## config.mk

```make
export PLATFORM = sky130hd
export DESIGN_NAME = act_unit_scheduler_flat
export DESIGN_NICKNAME = d
export VERILOG_FILES = /design/src/rtl/act_unit_scheduler_if.sv /design/src/rtl/act_unit_scheduler.sv /design/src/flat_wrapper.sv
export SDC_FILE = /design/constraint.sdc
export NUM_CORES = 1
export LEC_CHECK = 0
export ABC_AREA = 1
export CAP_MARGIN = 20
export CORE_MARGIN = 5
export CORE_UTILIZATION = 45
export DETAILED_ROUTE_END_ITERATION = 16
export PLACE_DENSITY = 0.95
export SYNTH_ARGS = -nofsm -noshare
export SYNTH_HDL_FRONTEND = slang
export SYNTH_SLANG_ARGS = --single-unit
```

## constraint.sdc

```tcl
create_clock -name clk -period 4 [get_ports clk]
set_clock_uncertainty 0.15 [all_clocks]
set_input_delay 0.4 -clock clk [delete_from_list [all_inputs] [get_ports clk]]
set_output_delay 0.4 -clock clk [all_outputs]
set_load 0.005 [all_outputs]
```

## src/rtl/act_unit_scheduler_if.sv

```systemverilog
// Bundle of request, activation-unit and response signals for act_unit_scheduler.
// The scheduler connects through the slave modport; requesters, the unit and the consumer use master.
interface act_unit_scheduler_if #(
    parameter int unsigned NUM_REQ = 4,
    parameter int unsigned ID_W    = 2
);
    logic [NUM_REQ-1:0]    req_valid;
    logic [NUM_REQ-1:0]    req_ready;
    logic [16*NUM_REQ-1:0] req_data;
    logic [2*NUM_REQ-1:0]  req_sel;
    logic [15:0]           act_in;
    logic [1:0]            act_sel;
    logic [15:0]           act_out;
    logic                  rsp_valid;
    logic                  rsp_ready;
    logic [ID_W-1:0]       rsp_id;
    logic [15:0]           rsp_data;
    logic                  busy;
    logic [15:0]           op_count;

    modport master (
        output req_valid, req_data, req_sel, act_out, rsp_ready,
        input  req_ready, act_in, act_sel, rsp_valid, rsp_id, rsp_data, busy, op_count
    );

    modport slave (
        input  req_valid, req_data, req_sel, act_out, rsp_ready,
        output req_ready, act_in, act_sel, rsp_valid, rsp_id, rsp_data, busy, op_count
    );
endinterface

```

## src/rtl/act_unit_scheduler.sv

```systemverilog
// Round-robin scheduler sharing one combinational activation unit among NUM_REQ requesters.
// Operand/select are registered before driving the unit; the result returns on a valid/ready channel.
module act_unit_scheduler #(
    parameter int unsigned NUM_REQ = 4,
    parameter int unsigned ID_W    = 2
) (
    input logic               clk,
    input logic               rst_n,
    act_unit_scheduler_if.slave bus
);
    localparam logic [1:0] StIdle = 2'd0;
    localparam logic [1:0] StEval = 2'd1;
    localparam logic [1:0] StResp = 2'd2;

    logic [1:0]      stateQ, stateD;
    logic [ID_W-1:0] lastGrantQ, idQ, rspIdQ;
    logic [ID_W-1:0] winner, cand;
    logic            found, grant;
    logic [15:0]     opQ, rspDataQ, opCountQ, winData;
    logic [1:0]      selQ, winSel;
    logic            rspValidQ;

    // Search starts just after the last winner so every valid requester gets a turn.
    always_comb begin
        winner = '0;
        cand   = '0;
        found  = 1'b0;
        for (int unsigned k = 1; k <= NUM_REQ; k++) begin
            cand = ID_W'((32'(lastGrantQ) + k) % NUM_REQ);
            if (!found && bus.req_valid[cand]) begin
                found  = 1'b1;
                winner = cand;
            end
        end
    end

    always_comb begin
        winData = '0;
        winSel  = '0;
        for (int i = 0; i < int'(NUM_REQ); i++) begin
            if (winner == ID_W'(i)) begin
                winData = bus.req_data[16*i +: 16];
                winSel  = bus.req_sel[2*i +: 2];
            end
        end
    end

    assign grant = (stateQ == StIdle) && found;

    always_comb begin
        bus.req_ready = '0;
        if (grant) begin
            bus.req_ready[winner] = 1'b1;
        end
    end

    always_comb begin
        stateD = stateQ;
        case (stateQ)
            StIdle:  if (found) stateD = StEval;
            StEval:  stateD = StResp;
            StResp:  if (bus.rsp_ready) stateD = StIdle;
            default: stateD = StIdle;
        endcase
    end

    always_ff @(posedge clk or negedge rst_n) begin
        if (!rst_n) begin
            stateQ     <= StIdle;
            lastGrantQ <= ID_W'(NUM_REQ - 1);
            idQ        <= '0;
            opQ        <= '0;
            selQ       <= '0;
            rspValidQ  <= 1'b0;
            rspIdQ     <= '0;
            rspDataQ   <= '0;
            opCountQ   <= '0;
        end else begin
            stateQ <= stateD;
            if (grant) begin
                opQ        <= winData;
                selQ       <= winSel;
                idQ        <= winner;
                lastGrantQ <= winner;
            end
            if (stateQ == StEval) begin
                rspDataQ  <= bus.act_out;
                rspIdQ    <= idQ;
                rspValidQ <= 1'b1;
            end else if (stateQ == StResp && bus.rsp_ready) begin
                rspValidQ <= 1'b0;
                opCountQ  <= opCountQ + 16'd1;
            end
        end
    end

    assign bus.act_in    = opQ;
    assign bus.act_sel   = selQ;
    assign bus.rsp_valid = rspValidQ;
    assign bus.rsp_id    = rspIdQ;
    assign bus.rsp_data  = rspDataQ;
    assign bus.busy      = (stateQ != StIdle);
    assign bus.op_count  = opCountQ;
endmodule

```

## src/flat_wrapper.sv

```systemverilog
// flat-port wrapper written by rule: the top's interface ports become plain ports
module act_unit_scheduler_flat 
#(
    parameter int unsigned NUM_REQ = 4,
    parameter int unsigned ID_W    = 2
)
  (clk, rst_n, bus_req_valid, bus_req_data, bus_req_sel, bus_act_out, bus_rsp_ready, bus_req_ready, bus_act_in, bus_act_sel, bus_rsp_valid, bus_rsp_id, bus_rsp_data, bus_busy, bus_op_count);
  act_unit_scheduler_if #(.NUM_REQ(NUM_REQ), .ID_W(ID_W)) bus_i ();
  input logic clk;
  input logic rst_n;
  input wire logic [$bits(bus_i.req_valid)-1:0] bus_req_valid;
  input wire logic [$bits(bus_i.req_data)-1:0] bus_req_data;
  input wire logic [$bits(bus_i.req_sel)-1:0] bus_req_sel;
  input wire logic [$bits(bus_i.act_out)-1:0] bus_act_out;
  input wire logic [$bits(bus_i.rsp_ready)-1:0] bus_rsp_ready;
  output wire logic [$bits(bus_i.req_ready)-1:0] bus_req_ready;
  output wire logic [$bits(bus_i.act_in)-1:0] bus_act_in;
  output wire logic [$bits(bus_i.act_sel)-1:0] bus_act_sel;
  output wire logic [$bits(bus_i.rsp_valid)-1:0] bus_rsp_valid;
  output wire logic [$bits(bus_i.rsp_id)-1:0] bus_rsp_id;
  output wire logic [$bits(bus_i.rsp_data)-1:0] bus_rsp_data;
  output wire logic [$bits(bus_i.busy)-1:0] bus_busy;
  output wire logic [$bits(bus_i.op_count)-1:0] bus_op_count;
  assign bus_i.req_valid = bus_req_valid;
  assign bus_i.req_data = bus_req_data;
  assign bus_i.req_sel = bus_req_sel;
  assign bus_i.act_out = bus_act_out;
  assign bus_i.rsp_ready = bus_rsp_ready;
  assign bus_req_ready = bus_i.req_ready;
  assign bus_act_in = bus_i.act_in;
  assign bus_act_sel = bus_i.act_sel;
  assign bus_rsp_valid = bus_i.rsp_valid;
  assign bus_rsp_id = bus_i.rsp_id;
  assign bus_rsp_data = bus_i.rsp_data;
  assign bus_busy = bus_i.busy;
  assign bus_op_count = bus_i.op_count;
  act_unit_scheduler #(.NUM_REQ(NUM_REQ), .ID_W(ID_W)) u_core (.clk(clk), .rst_n(rst_n), .bus(bus_i));
endmodule
```

==> results of run 1 <==
==> cells in the mapped netlist (2+ instances only) <==
cell,instances
clkbuf_1,5
o21ai_1,2
nor3_1,2
dfstp_2,2
dfrtp_1,57
nand3_1,60
nor2_1,59
nand3b_1,2
buf_6,7
nand4_1,13
nand2_2,8
o21ai_0,8
xor2_1,7
buf_4,4
inv_1,18
nor2_4,4
buf_2,4
nand3_2,2
nand2_1,148
inv_2,3
xnor2_1,7
==> power by group through the flow <==
stage	Clock [W]	Combinational (W)	Sequential [W]
6_report	0.000681	0.00274	0.00102
4_1_cts	0.000690	0.00274	0.00101
5_1_grt	0.000720	0.00307	0.00105
3_3_place_gp	0	0.00259	0.00101
3_5_place_dp	0	0.00272	0.00102
2_1_floorplan	0	0.00192	0.00101
==> worst register-to-register path, stage by stage, from the launching register on <==
cell     delay (ns)
dfstp_2        0.64
inv_6          0.08
nand2_1        0.07
nand2_1        0.10
nand2_2        0.12
nand2_2        0.10
nor2_4         0.12
nand3_2        0.11
nand2_2        0.10
nand2_4        0.20
inv_4          0.32
nand2_2        0.10
buf_4          0.22
nor2_1         0.11
nor2_1         0.05
nand2_1        0.07
nand2_1        0.05
==> per-stage QoR <==
stage | power [W] | util [%] | worst slack, ns | hold WS [ns]
after detailed placement | 0.003742 | 69.31 | 0.5653 | 0.2099
after floorplan | 0.002924 | - | 1.727 | -0.04559
final | 0.004439 | 73.08 | 0.3300 | 0.3195
after CTS | 0.004441 | 73.08 | 0.3594 | 0.3244
after global placement | 0.003601 | 69.31 | 0.7464 | 0.2039
after global routing | 0.004841 | 73.08 | 0.1654 | 0.3369
==> layer usage <==
layer | GRT usage, % | wire (um) | vias to the layer above
met3 | 7.012 | 1010 | 31
met5 | 0 | 0 | -
met4 | 10.82 | 266 | 0
met2 | 42.98 | 5297 | 190
li1 | - | - | 1654
met1 | 25.24 | 3792 | 1588
==> logic make-up after synthesis <==
family / after synthesis
AOI/OAI and AO/OA: 11
xor gates and xnor gates: 14
adders and majority gates: 1
buffers and inverters: 43
DFF: 59
and+or+nand+nor: 300
==> path summary, 6_finish.rpt <==
path | from | to | slack [ns] | depth (start not counted)
max | u_core.lastGrantQ[0]$_DFFE_PN1P_ | bus_req_ready[1] | 0.33 | 13
min | u_core.bus.op_count[15]$_DFFE_PN0P_ | u_core.bus.op_count[15]$_DFFE_PN0P_ | 0.32 | 1
max reg2reg | u_core.lastGrantQ[0]$_DFFE_PN1P_ | u_core.bus.act_in[5]$_DFFE_PN0P_ | 1.19 | 16
min reg2reg | u_core.bus.op_count[15]$_DFFE_PN0P_ | u_core.bus.op_count[15]$_DFFE_PN0P_ | 0.32 | 1
max in group asynchronous | rst_n | u_core.lastGrantQ[0]$_DFFE_PN1P_ | 2.41 | 3
min in group asynchronous | rst_n | u_core.bus.rsp_data[8]$_DFFE_PN0P_ | 0.41 | 2
==> sequential cells by signal, indices dropped and copies added, names as in the netlist <==
signal,cells
u_core.bus.act_in,16
u_core.bus.op_count,16
u_core.bus.rsp_data,16
u_core.bus.act_sel,2
u_core.bus.rsp_id,2
u_core.idQ,2
u_core.lastGrantQ,2
u_core.stateQ,2
u_core.bus.rsp_valid,1
==> layout make-up <==
| class | count | area share [%] |
|---|---|---|
| timing repair buffer | 159 | 31.31 |
| multi-input combinational | 326 | 30.01 |
| sequential | 59 | 29.46 |
| clock buffer | 10 | 2.742 |
| tap | 96 | 2.393 |
| clock inverter | 6 | 2.218 |
| inverter | 23 | 1.869 |
==> flow_metrics.py, run 1 <==
metrics = {
    "timing": {
        "drv_slew": 0,
        "fin_crit_sh_pct": 91.75,
        "rsz0062_at_grt": "false",
        "setup_viol": 0,
        "setup_tns_ns": 0,
        "max_freq_ghz": 0.2725,
        "tightest_slew_ns": 0.6005,
        "max_slew_margin_pct": 59.92,
        "period_minus_slack_ns": 3.670,
        "hold_viol": 0,
    },
    "route": {
        "drc": 0,
        "vias_per_cell": 5.100,
        "ant_nets": 0,
        "wl_um": 10370,
        "drt_iter0_drc": 187,
        "wl_per_cell_um": 15.27,
        "first_pass_iters": 5,
        "vias": 3463,
    },
    "final_layout": {
        "syn_to_final_growth_pct": 55.56,
        "final-seq-area_sq_um": 1479,
        "drive_gt1_share_pct": 7.719,
        "instances_no_fill": 679,
        "antennaDiodeCount": 0,
        "final_cell_mix": "clkdlybuf4s50_1, nand2_1, nand3_1, nor2_1, dfrtp_1",
        "fillCellCount": 483,
        "multi_input_area_sq_um": 1506,
        "final_common_cell": "clkdlybuf4s50_1",
        "fin_area_sq_um": 5020,
        "nNetsFinal": 674,
    },
    "yosys": {
        "synth_compound_area_share_pct": 1.706,
        "synth_top_family_by_area": "simple AND/OR/NAND/NOR gates",
        "synth_cell_type_count": 27,
        "synth-edff-count": 0,
        "synth_area_sq_um": 3227,
        "yosys.area_share.simple_pct": 40.79,
        "ys_warn_count": 0,
        "synthMuxAreaShare_pct": 0,
        "ys_ff_latch": 59,
        "synthAdderAreaFrac_pct": 0.3877,
        "synth_seq_area_share_pct": 45.83,
        "synth_area_leaders": "dfrtp_1, nand2_1, nand3_1",
        "syn_inst": 428,
        "synth_ff_type": "dfrtp_1",
        "synth_nets": 524,
        "synth_top_area_cell": "dfrtp_1",
        "async_flop_share_pct": 100.0,
        "synth_xor_area_share_pct": 3.800,
        "avgSynthCellArea_sq_um": 7.539,
        "synth_top_area_share_pct": 44.20,
    },
    "global_route": {
        "grt_usage_pct": 23.74,
        "grt_pass1_vias": 3607,
        "grt_overflow": 0,
        "grt_max_degree": 42,
        "antenna_found_initial": 0,
        "grt_first_pass_wirelength_um": 16590,
    },
    "die": {
        "coreArea_sq_um": 6869,
        "placementRows": 30,
        "io_pins": 153,
        "die_w_um": 94.68,
        "die-area_sq_um": 8964,
        "fp.dieH_um": 94.68,
        "initial_utilization_pct": 46.98,
    },
    "critical_path": {
        "crit_chain": "inv_6, nand2_1, nand2_1, nand2_2, nand2_2, nor2_4, nand3_2, nand2_2, nand2_4, inv_4, nand2_1, nor2_1, clkdlybuf4s50_1",
        "slowest_stage": "dfstp_2",
        "critPathMaxFanout": 31,
        "start_kind": "flop",
        "critPathTopFamily": "simple AND/OR/NAND/NOR gates",
        "slowest_delay_ns": 0.64,
        "cp.buffers_inverters": 3,
        "arrival_ns": 3.12,
        "cp-end-kind": "output port",
        "critical_path_class": "flop to output port",
        "crit_required_ns": 3.45,
    },
    "placement": {
        "post_dp_cell_area_sq_um": 4761,
        "globalplace.congestion": 0.9605,
        "place.detailed.instances": 662,
        "dp_hpwl_um": 7862,
        "io_buffers": 152,
    },
    "cts": {
        "tritoncts": "built",
        "clock_sinks": 59,
        "cts-resized-gates": 0,
        "cts_setup_buffers": 0,
        "root_buffer": "clkbuf_8",
        "clock_path_buffers": 2,
        "cts_max_level": 3,
        "cts_hold_buf": 1,
        "clk_pin_slew_ns": 0.07,
        "cts_buffers": 9,
        "insertion_delay_ns": 0.34,
    },
    "hold_path": {
        "hp-class": "flop to flop",
    },
    "outcome": {
        "outcome": "completed",
    },
    "flow_run": {
        "drv_cap": 0,
    },
    "power": {
        "netSwitchingPower_w": 0.002037,
        "power_density_nw_per_um2": 884.4,
        "pwr-share-clk_pct": 15.3,
        "swShare_pct": 45.89,
        "p_int_w": 0.002402,
        "p_comb_share_pct": 61.8,
        "cellLeakagePower_nw": 2.336,
        "sequentialPowerShare_pct": 22.9,
        "vdd_drop_max_v": 0.0006004,
    },
}
Note: power is estimated with default switching activity, not from simulation.
==> inputs of run 2 (changes only) <==
--- a/config.mk
+++ b/config.mk
@@ -7,7 +7,6 @@
 export LEC_CHECK = 0
 export ABC_AREA = 1
 export CAP_MARGIN = 20
-export CORE_MARGIN = 5
 export CORE_UTILIZATION = 45
 export DETAILED_ROUTE_END_ITERATION = 16
 export PLACE_DENSITY = 0.95
==> run 2 against run 1 <==
  * Clock power fell by 7.5%
  * Design area decreased by 0.32%
  * Via count is 2.1% lower
  * First-iteration DRC count fell by 29%
  * Cell count did not move
  * Setup slack improved by 0.026 ns
  * Combinational power fell by 1%
  * Critical path depth unchanged
  * Clock-buffer cell count unchanged
  * Critical endpoint unchanged
  * Largest cell class unchanged
==> flow_metrics.py, run 2 (synthesized netlist as in run 1, its figures left out) <==
metrics = {
    "outcome": {
        "outcome": "completed",
    },
    "route": {
        "wl_per_cell_um": 13.58,
        "vias": 3390,
        "drc": 0,
        "drt_iter0_drc": 133,
        "first_pass_iters": 4,
        "wl_um": 9223,
        "ant_nets": 0,
        "vias_per_cell": 4.993,
    },
    "timing": {
        "setup_tns_ns": 0,
        "setup_viol": 0,
        "max_slew_margin_pct": 59.95,
        "fin_crit_sh_pct": 91.11,
        "max_freq_ghz": 0.2744,
        "hold_ws_ns": 0.3253,
        "drv_slew": 0,
        "rsz0062_at_grt": "false",
        "period_minus_slack_ns": 3.644,
        "hold_viol": 0,
        "tightest_slew_ns": 0.6002,
    },
    "die": {
        "io_pins": 153,
        "die_w_um": 86.68,
        "initial_utilization_pct": 46.98,
        "coreArea_sq_um": 6869,
        "placementRows": 30,
        "die-area_sq_um": 7513,
        "fp.dieH_um": 86.68,
    },
    "final_layout": {
        "final_cell_mix": "clkdlybuf4s50_1, nand2_1, nand3_1, nor2_1, dfrtp_1",
        "final_common_cell": "clkdlybuf4s50_1",
        "syn_to_final_growth_pct": 55.06,
        "nNetsFinal": 674,
        "final_core_util_pct": 72.84,
        "drive_gt1_share_pct": 7.719,
        "antennaDiodeCount": 0,
    },
    "cts": {
        "cts_buffers": 9,
        "cts-resized-gates": 0,
        "tritoncts": "built",
        "clock_sinks": 59,
        "clk_pin_slew_ns": 0.07,
        "cts_max_level": 3,
        "insertion_delay_ns": 0.34,
        "root_buffer": "clkbuf_8",
        "clock_path_buffers": 2,
        "cts_setup_buffers": 0,
    },
    "critical_path": {
        "cp-end-kind": "output port",
        "crit_required_ns": 3.45,
        "start_kind": "flop",
        "critical_path_class": "flop to output port",
        "arrival_ns": 3.09,
        "ff2ff_path_depth": 16,
        "critPathMaxFanout": 31,
    },
    "placement": {
        "globalplace.congestion": 0.8669,
        "dp_hpwl_um": 6935,
        "io_buffers": 152,
    },
    "global_route": {
        "grt_first_pass_wirelength_um": 14690,
        "grt_max_degree": 41,
        "grt_usage_pct": 25.47,
        "grt_overflow": 0,
        "grt_pass1_vias": 3259,
        "antenna_found_initial": 0,
    },
    "power": {
        "power_density_nw_per_um2": 867.3,
        "vdd_drop_max_v": 0.0004707,
        "cellLeakagePower_nw": 2.331,
    },
    "hold_path": {
        "hp-class": "flop to flop",
        "hold-path-cell-count": 2,
    },
    "flow_run": {
        "drv_cap": 0,
    },
}
[run 2: what timing repair did]
item / 4_1_cts / 5_1_grt
endpoints found under the hold margin: 18 / 0
hold buffers: 1 / 0
setup endpoints to repair: 0 / 0
[run 2: report_power, final]
group          internal (W)  switching, W
clock              0.000374      0.000256
combinational       0.00111       0.00159
sequential         0.000858      0.000154
total               0.00234       0.00200
[run 2: through the flow]
step                      instances  area (sq um)  power [W]  setup slack, ns
final                           679          5004   0.004340           0.3556
after detailed placement        662          4761   0.003710           0.5662
after floorplan                 428          3227   0.002924            1.727
after global routing            679          5004   0.004708           0.1560
after CTS                       679          5004   0.004352           0.3411
after global placement          662          4761   0.003590           0.7215
[run 2: critical path: stages, from the launching register on]
cell and delay, ns:
dfstp_2 0.66, inv_6 0.08, nand2_1 0.07, nand2_1 0.08, nand2_2 0.10, nand2_2 0.09, nor2_4 0.12, nand3_2 0.10
nand2_2 0.09, nand2_4 0.21, inv_4 0.30, nand2_1 0.14, nor2_1 0.17, clkdlybuf4s50_1 0.53
[run 2: cell type report]
class / instances / area (sq um)
well taps: 96 / 120.1
clock buffers: 10 / 137.6
fillers: 502 / 1866
flip-flops and latches: 59 / 1479
inverters: 23 / 93.84
repair buffers: 159 / 1572
multi-input cells: 326 / 1506
clock inverters: 6 / 95.09
[run 2: final timing paths]
| kind | to | slack (ns) | startpoint |
|---|---|---|---|
| min in group asynchronous | u_core.bus.rsp_data[13]$_DFFE_PN0P_ | 0.39 | rst_n |
| max in group asynchronous | u_core.lastGrantQ[1]$_DFFE_PN1P_ | 2.41 | rst_n |
| hold / removal | u_core.bus.rsp_data[0]$_DFFE_PN0P_ | 0.33 | u_core.bus.rsp_data[0]$_DFFE_PN0P_ |
| setup / recovery | bus_req_ready[1] | 0.36 | u_core.lastGrantQ[0]$_DFFE_PN1P_ |
| setup reg to reg | u_core.bus.act_in[11]$_DFFE_PN0P_ | 1.23 | u_core.lastGrantQ[0]$_DFFE_PN1P_ |
| hold reg to reg | u_core.bus.rsp_data[0]$_DFFE_PN0P_ | 0.33 | u_core.bus.rsp_data[0]$_DFFE_PN0P_ |
[run 2: metal layers]
metal	global-route usage (%)	wire, um	up-vias
li1	-	-	1660
met5	0	0	-
met3	7.619	751	19
met2	44.81	4547	174
met4	11.52	187	0
met1	28.41	3736	1537
